$ cat config.mk
export PLATFORM = sky130hd
export DESIGN_NAME = alu_op_sequencer
export DESIGN_NICKNAME = d
export VERILOG_FILES = /design/src/rtl/alu_ops_pkg.sv /design/src/rtl/op_mem.sv /design/src/rtl/alu_op_sequencer.sv
export SDC_FILE = /design/constraint.sdc
export NUM_CORES = 1
export LEC_CHECK = 0
export CAP_MARGIN = 5
export CELL_PAD_IN_SITES_DETAIL_PLACEMENT = 1
export CELL_PAD_IN_SITES_GLOBAL_PLACEMENT = 1
export CORE_UTILIZATION = 51
export CTS_BUF_LIST = sky130_fd_sc_hd__clkbuf_8
export DETAILED_ROUTE_END_ITERATION = 12
export PLACE_DENSITY = 0.78
export SYNTH_ARGS = -nofsm -noshare
export SYNTH_HDL_FRONTEND = slang
export SYNTH_HIERARCHICAL = 1
export SYNTH_SLANG_ARGS = --single-unit
$ cat constraint.sdc
create_clock -name Clock -period 2.6 [get_ports Clock]
set_clock_uncertainty 0.1 [all_clocks]
set_input_delay 0.26 -clock Clock [delete_from_list [all_inputs] [get_ports Clock]]
set_output_delay 0.26 -clock Clock [all_outputs]
set_load 0.05 [all_outputs]
$ cat src/rtl/alu_ops_pkg.sv
// ALU function codes and sequencer state shared by the ALU
// and the operation sequencer that feeds it.
package alu_ops_pkg;

  localparam logic [2:0] FN_ADD4C = 3'b000;
  localparam logic [2:0] FN_ADD   = 3'b001;
  localparam logic [2:0] FN_SEXT  = 3'b010;
  localparam logic [2:0] FN_OR    = 3'b011;
  localparam logic [2:0] FN_AND   = 3'b100;
  localparam logic [2:0] FN_CAT   = 3'b101;
  localparam logic [2:0] FN_MUL   = 3'b110;
  localparam logic [2:0] FN_HOLD  = 3'b111;

  typedef enum logic [1:0] {
    ST_IDLE = 2'd0,
    ST_RUN  = 2'd1,
    ST_DONE = 2'd2
  } seq_state_t;

endpackage

$ cat src/rtl/op_mem.sv
// Program store: one synchronous write port, one
// combinational read port, no reset on the contents.
module op_mem #(
  parameter int DEPTH = 8,
  parameter int WIDTH = 7
) (
  input  logic                     Clock,
  input  logic                     we,
  input  logic [$clog2(DEPTH)-1:0] waddr,
  input  logic [WIDTH-1:0]         wdata,
  input  logic [$clog2(DEPTH)-1:0] raddr,
  output logic [WIDTH-1:0]         rdata
);

  logic [WIDTH-1:0] mem [DEPTH];

  always_ff @(posedge Clock) begin
    if (we) begin
      mem[waddr] <= wdata;
    end
  end

  assign rdata = mem[raddr];

endmodule

$ cat src/rtl/alu_op_sequencer.sv
// Loads a short {Function, Data} program and replays it into
// the registered ALU, free-running or one entry per step.
module alu_op_sequencer
  import alu_ops_pkg::*;
#(
  parameter int DEPTH  = 8,
  parameter int DATA_W = 4,
  parameter int FUNC_W = 3
) (
  input  logic                     Clock,
  input  logic                     Reset_b,
  input  logic                     wr_en,
  input  logic [DATA_W-1:0]        wr_data,
  input  logic [FUNC_W-1:0]        wr_func,
  input  logic                     clear,
  input  logic                     start,
  input  logic                     step_mode,
  input  logic                     step,
  output logic [DATA_W-1:0]        Data,
  output logic [FUNC_W-1:0]        Function,
  output logic [$clog2(DEPTH):0]   count,
  output logic                     full,
  output logic                     busy,
  output logic                     done
);

  localparam int AW = $clog2(DEPTH);
  localparam int CW = AW + 1;
  localparam int EW = FUNC_W + DATA_W;

  localparam logic [CW-1:0]     ONE   = CW'(1);
  localparam logic [CW-1:0]     FULLC = CW'(DEPTH);
  localparam logic [FUNC_W-1:0] HOLD  = FUNC_W'(FN_HOLD);

  seq_state_t    state;
  logic [CW-1:0] pc;
  logic          step_q;
  logic [EW-1:0] rd_entry;
  logic          accept_wr;
  logic          issue;

  assign full = (count == FULLC);

  // start outranks wr_en, so a simultaneous write is dropped
  assign accept_wr = wr_en && !start && !clear &&
                     !full && (state != ST_RUN);

  assign issue = (state == ST_RUN) && (pc != count) &&
                 (!step_q || step);

  op_mem #(
    .DEPTH (DEPTH),
    .WIDTH (EW)
  ) u_mem (
    .Clock (Clock),
    .we    (accept_wr),
    .waddr (count[AW-1:0]),
    .wdata ({wr_func, wr_data}),
    .raddr (pc[AW-1:0]),
    .rdata (rd_entry)
  );

  always_ff @(posedge Clock or negedge Reset_b) begin
    if (!Reset_b) begin
      state    <= ST_IDLE;
      count    <= '0;
      pc       <= '0;
      step_q   <= 1'b0;
      Data     <= '0;
      Function <= HOLD;
      busy     <= 1'b0;
      done     <= 1'b0;
    end else begin
      Data     <= '0;
      Function <= HOLD;
      if (clear) begin
        state <= ST_IDLE;
        count <= '0;
        pc    <= '0;
        busy  <= 1'b0;
        done  <= 1'b0;
      end else begin
        unique case (state)
          ST_IDLE: begin
            if (start) begin
              if (count != '0) begin
                state  <= ST_RUN;
                pc     <= '0;
                step_q <= step_mode;
                busy   <= 1'b1;
              end
            end else if (accept_wr) begin
              count <= count + ONE;
            end
          end
          ST_RUN: begin
            if (pc == count) begin
              state <= ST_DONE;
              busy  <= 1'b0;
              done  <= 1'b1;
            end else if (issue) begin
              {Function, Data} <= rd_entry;
              pc <= pc + ONE;
            end
          end
          ST_DONE: begin
            if (start) begin
              state  <= ST_RUN;
              pc     <= '0;
              step_q <= step_mode;
              busy   <= 1'b1;
              done   <= 1'b0;
            end else if (wr_en) begin
              state <= ST_IDLE;
              done  <= 1'b0;
              if (accept_wr) begin
                count <= count + ONE;
              end
            end
          end
          default: begin
            state <= ST_IDLE;
            busy  <= 1'b0;
            done  <= 1'b0;
          end
        endcase
      end
    end
  end

endmodule

==> results.toml, run 1 <==
[clocking]
cts_tree = "built"
clock_latency_ns = 0.35
clock_path_buffers = 2
cts-buffers-inserted = 9
htree_levels = 3
path_clk_slew_ns = 0.09
cts_hold_buf = 0
cts-root-buf = "clkbuf_8"
cts.sinks = 76

[synthesis]
yosysSeqAreaShare_pct = 66.9
ys_seq_elements = 76
synth_top_family_by_area = "multiplexers"
muxShareOfSynthArea_pct = 14.5
synth-main-ff-cell = "edfxtp_1"
synth_top_area_share_pct = 51.4
synthXorXnorAreaFrac_pct = 1.88
synth_compound_area_share_pct = 4.52
synth_largest_area_cell = "edfxtp_1"
async_reset_ff_share_pct = 26.3
syn_inst = 188
synth_area_per_cell_um2 = 17.4
yosys.area_share.simple_pct = 9.11
synth-edff-count = 56
synthesis.area_um2 = 3270
synth_fa_ha_area_share_pct = 1.15
synth_nets = 205
ys_types = 43
yosys-top-cells-area = "edfxtp_1 51%, dfrtp_1 13%, mux4_1 11%, dfstp_2 2.4%, mux2_2 2.4%"
synth_warnings = 6

[floorplanning]
dieArea_um2 = 6730
core-area_um2 = 6060
die_w_um = 82.1
io_pins = 28
rows = 28
die_height_um = 82.1
start_util_pct = 53.9

[power]
swShare_pct = 25.9
seq_power_share_pct = 56.0
comb_power_share_pct = 7.8
intPower_mw = 1.77
p_leak_nw = 1.44
cellPowerDensity_nw_per_um2 = 613
p_clk_share_pct = 36.1
ir_drop_uv = 360
power.total_mw = 2.39
switchingPower_mw = 0.619

[grt]
grt_usage_pct = 25.6
grt_pass1_wl_um = 11500
grt.overflow.total = 0
grt_max_degree = 21
antenna_found_initial = 0
grt_pass1_vias = 1984

[setup_path]
path_cells = "inv_1 > ha_1 > nand3b_1 > nand2_1 > nor3_1 > nand2_1 > nor3_2 > buf_4"
crit_path_end_kind = "flip-flop"
cp-start-kind = "flip-flop"
crit_slowest_cell = "dfrtp_2"
path_common_cell = "nand2_1"
crit_fanout = 10
crit_arrival_ns = 2.40
slowest_delay_ns = 0.51
r2r_slack_ns = 0.15
cp.required_ns = 2.55
path_class = "flip-flop to flip-flop"

[sta]
worstMarginPinSlew_ns = 0.584
fin_crit_ns = 2.45
slew_viol_final = 0
clock.fmax_ghz = 0.409
finalSetupViolations = 0
finalCritPeriodShare_pct = 94.1
max_slew_margin_pct = 60.7
hold_viol = 0

[finish]
antenna_cells = 0
final_cell_mix = "56 x edfxtp_1, 26 x clkdlybuf4s50_1, 16 x dfrtp_1, 16 x buf_4, 14 x mux4_1"
area.growth.synth_to_final_pct = 19.3
area.sequential_um2 = 2190
layout_commonest_cell = "edfxtp_1"
multiInputGateArea_um2 = 1030
stdcell_area_um2 = 3900
num-fill-cells = 538
drive_above_1_share_pct = 22.4
num-nets-final = 253

[status]
outcome = "completed"

[placed_design]
dpl.hpwl_um = 5390
gp_congestion = 0.799
io_buffers = 27
place_area_um2 = 3710

[run]
drv_cap = 0

[routing]
antenna_left = 0
wire_per_inst_um = 24.2
dr.pass1.iters = 4
vias = 1858
viasPerCell = 5.88
drt_wl_total_um = 7660
first_iter_violations = 135
drc_errors = 0

[worst_hold_path]
worstHoldPathType = "input pin to asynchronous set/reset pin"
[logic make-up after synthesis]
group,count (synthesis)
simple gates,52
flops,76
buf+inv,11
compound gates,16
mux,23
xor+xnor,7
fa+ha+maj,3
[repair_timing]
| item | CTS | global route |
|---|---|---|
| setup buffers | 0 | 0 |
| endpoints found under the setup margin | 0 | 56 |
| gates resized for setup | 0 | 1 |
[power groups by stage]
stage | sequential, mW | combinational [mW] | clock (mW)
after floorplan | 1.38 | 0.0788 | 0
after global placement | 1.36 | 0.174 | 0
after detailed placement | 1.37 | 0.185 | 0
after CTS | 1.34 | 0.187 | 0.883
after global routing | 1.34 | 0.200 | 0.922
final | 1.34 | 0.187 | 0.864
[registers in the layout, indices dropped and copies added (netlist names)]
name / cells
Function: 3
step_q: 1
u_mem/mem: 56
Data: 4
done: 1
pc: 4
busy: 1
count: 4
state: 2
[final timing paths]
check,from,cells past startpoint,endpoint
worst max-delay path,count[1]$_DFFE_PN0P_,8,u_mem/mem[4][4]$_DFFE_PP_
worst max register to register,count[1]$_DFFE_PN0P_,8,u_mem/mem[4][4]$_DFFE_PP_
worst min-delay path,Reset_b,2,step_q$_DFFE_PN0P_
max in group asynchronous,Reset_b,2,Function[2]$_DFF_PN1_
worst min register to register,step_q$_DFFE_PN0P_,1,step_q$_DFFE_PN0P_
min in group Clock,step_q$_DFFE_PN0P_,1,step_q$_DFFE_PN0P_
[worst max-delay path, delay by kind of cell, from the launching register on]
family | cells | cell delay [ns]
and+or+nand+nor | 5 | 1.02
DFF | 1 | 0.51
adders and majority gates | 1 | 0.20
buffers and inverters | 2 | 0.31
[routing by layer]
metal | GRT usage, % | share of wire [%]
met1 | 33.9 | 44
met4 | 10.9 | 2.6
met5 | 0 | 0
met2 | 41.2 | 50
met3 | 5.33 | 3.2
[synthesized netlist by cell type, types with 4 or more instances]
cell type   n
edfxtp_1   56
dfrtp_1    17
mux4_1     14
nor2_1     12
mux2_2      7
nand2_1     7
nand2b_1    7
and2_1      6
xor2_1      6
inv_1       5
a21oi_1     4
nand3_1     4
o211ai_1    4
[cell type report]
class | count | share of cell area (%)
sequential | 76 | 56.1
multi-input combinational | 101 | 26.3
timing repair buffer | 42 | 9.75
clock buffer | 9 | 3.18
tap | 75 | 2.41
clock inverter | 7 | 1.67
inverter | 6 | 0.577
[per-stage QoR]
stage	worst slack (ns)	setup TNS, ns	utilization (%)	hold WS, ns	std cells
floorplan	0.0326	0	-	-0.136	188
global placement	0.289	0	61.2	0.380	300
detailed placement	0.144	0	61.2	0.395	300
CTS	0.0536	0	64.3	0.155	316
global route	-0.00460	-0.0194	64.3	0.182	316
finish	0.153	0	64.3	0.162	316
(Power assumes the default switching activity.)
==> run 2, diff against run 1 <==
--- a/config.mk
+++ b/config.mk
@@ -5,6 +5,7 @@
 export SDC_FILE = /design/constraint.sdc
 export NUM_CORES = 1
 export LEC_CHECK = 0
+export ABC_CLOCK_PERIOD_IN_PS = 2600
 export CAP_MARGIN = 5
 export CELL_PAD_IN_SITES_DETAIL_PLACEMENT = 1
 export CELL_PAD_IN_SITES_GLOBAL_PLACEMENT = 1
==> results of run 2 <==
No change in the layout: final DEF, timing and power equal those of run 1.
==> edit: new RTL, config.mk and constraints of run 2 <==
`DEPTH` is set to 8 in 2 places; all go to 16.
--- a/src/rtl/op_mem.sv
+++ b/src/rtl/op_mem.sv
@@ -2,5 +2,5 @@
 // combinational read port, no reset on the contents.
 module op_mem #(
-  parameter int DEPTH = 8,
+  parameter int DEPTH = 16,
   parameter int WIDTH = 7
 ) (
--- a/src/rtl/alu_op_sequencer.sv
+++ b/src/rtl/alu_op_sequencer.sv
@@ -4,5 +4,5 @@
   import alu_ops_pkg::*;
 #(
-  parameter int DEPTH  = 8,
+  parameter int DEPTH  = 16,
   parameter int DATA_W = 4,
   parameter int FUNC_W = 3
Ports: changed (resized count); port bits go from 28 to 29. The function was not compared with the original's and may differ.
==> edit against run 2 <==
Wire length up 53%; sequential cell count up 58; critical endpoint is now u_mem/mem[0][3]$_DFFE_PP_; sequential power up 76%; final area up 66%; synthesized cell count up 60%; combinational power up 11%; power up 80%; area after synthesis up 68%; setup slack worse by 62 ps; critical path type unchanged.
==> edit: results <==
cts:
  cts-buffers-inserted: 17
  clkLatencyLatePin_ps: 440
  htree_levels: 4
status:
  status: "complete, no violations"
finish:
  inverters: 8
  multi_input_area_share_pct: 23.3
  multi_input_cells: 149
  nNetsFinal: 377
  buffers: 50
  clk_share_pct: 6.17
  buffer_area_share_pct: 7.01
  fillers: 925
  numSequentialCells: 134
  instances_no_fill: 509
  regArea_mm2: 0.00393
  final_area_mm2: 0.00649
  post_route_cells_drive_above_1_share_pct: 22.8
yosys:
  syn_nets: 318
  synth-compound-area-share_pct: 4.08
  yosysWarnings: 6
  syn_avg_cell_area_um2: 18.2
  async_flop_share_pct: 16.4
  yosysUniqueCellTypes: 49
  synth.area.mux_share_pct: 13.0
  synth_edf_count: 112
  synthTopCellsByCount: "edfxtp_1 (112), nor2_1 (24), dfrtp_1 (19), mux4_1 (17), a22oi_1 (14)"
  synth-seq-area-share_pct: 71.3
  synth_adder_area_share_pct: 0.683
  synth.area.top_cells: "edfxtp_1 (61%), dfrtp_1 (8.7%), mux4_1 (8.1%)"
  synthXorXnorAreaFrac_pct: 1.44
placement:
  hpwl_mm: 7.68
  place_inst: 477
  port-buffer-count: 28
  place_area_mm2: 0.00609
  gp_congestion: 0.763
  post-place-ws_ps: 44.4
critical_path:
  cp_slowest_stage_delay_ps: 480
  crit_path_max_fanout: 7
  crit_arrival_ps: 2510
  slowest_stage: "or3b_4"
floorplanning:
  die-area_mm2: 0.0112
route:
  dr_wl_met2_mm: 5.85
  dr_wl_met3_um: 494
  vias_per_cell: 5.80
  routed_wl_mm: 11.7
  drt_pass1_iterations: 7
  drt-met1-wl_mm: 5.17
  dr.first_iter.drc_count: 253
global_routing:
  grtUsageMet2_pct: 37.9
  grt_pass1_wl_mm: 18.1
  antenna_found_initial: 0
  grt_max_degree: 32
  use_met1_pct: 29.5
  use_met3_pct: 7.24
  grt_usage_pct: 23.3
  grt_pass1_vias: 3131
power_and_ir_drop:
  leakagePower_nw: 2.22
  peakVddDrop_mv: 0.448
worst_hold_path:
  hold_path.class: "input pin to asynchronous set/reset pin"
sta:
  worstMarginPinSlew_ps: 710
## edit: cell count changes after synthesis, moves of 4 or more
cell	delta
nand2_1	+5
mux4_2	+11
nor3_1	+4
o211ai_1	-4
edfxtp_1	+56
mux2_2	-6
a22oi_1	+14
nor2_1	+12
## edit: path summary, 6_finish.rpt
check                                      from                        end  slack, ps  cells past startpoint
max                        count[0]$_DFFE_PN0P_  u_mem/mem[0][3]$_DFFE_PP_         90                      6
min                                     Reset_b       count[4]$_DFFE_PN0P_         60                      2
max reg2reg                count[0]$_DFFE_PN0P_  u_mem/mem[0][3]$_DFFE_PP_         90                      6
min reg2reg                  step_q$_DFFE_PN0P_         step_q$_DFFE_PN0P_        440                      1
max in group asynchronous               Reset_b      Function[0]$_DFF_PN1_       2030                      2
min in group Clock                    step_mode         step_q$_DFFE_PN0P_        360                      2
## edit: where the power goes
group | switching [mW] | internal (mW) | total (mW)
Sequential | 0.0109 | 2.35 | 2.36
Combinational | 0.128 | 0.0795 | 0.208
Clock | 0.866 | 0.873 | 1.74
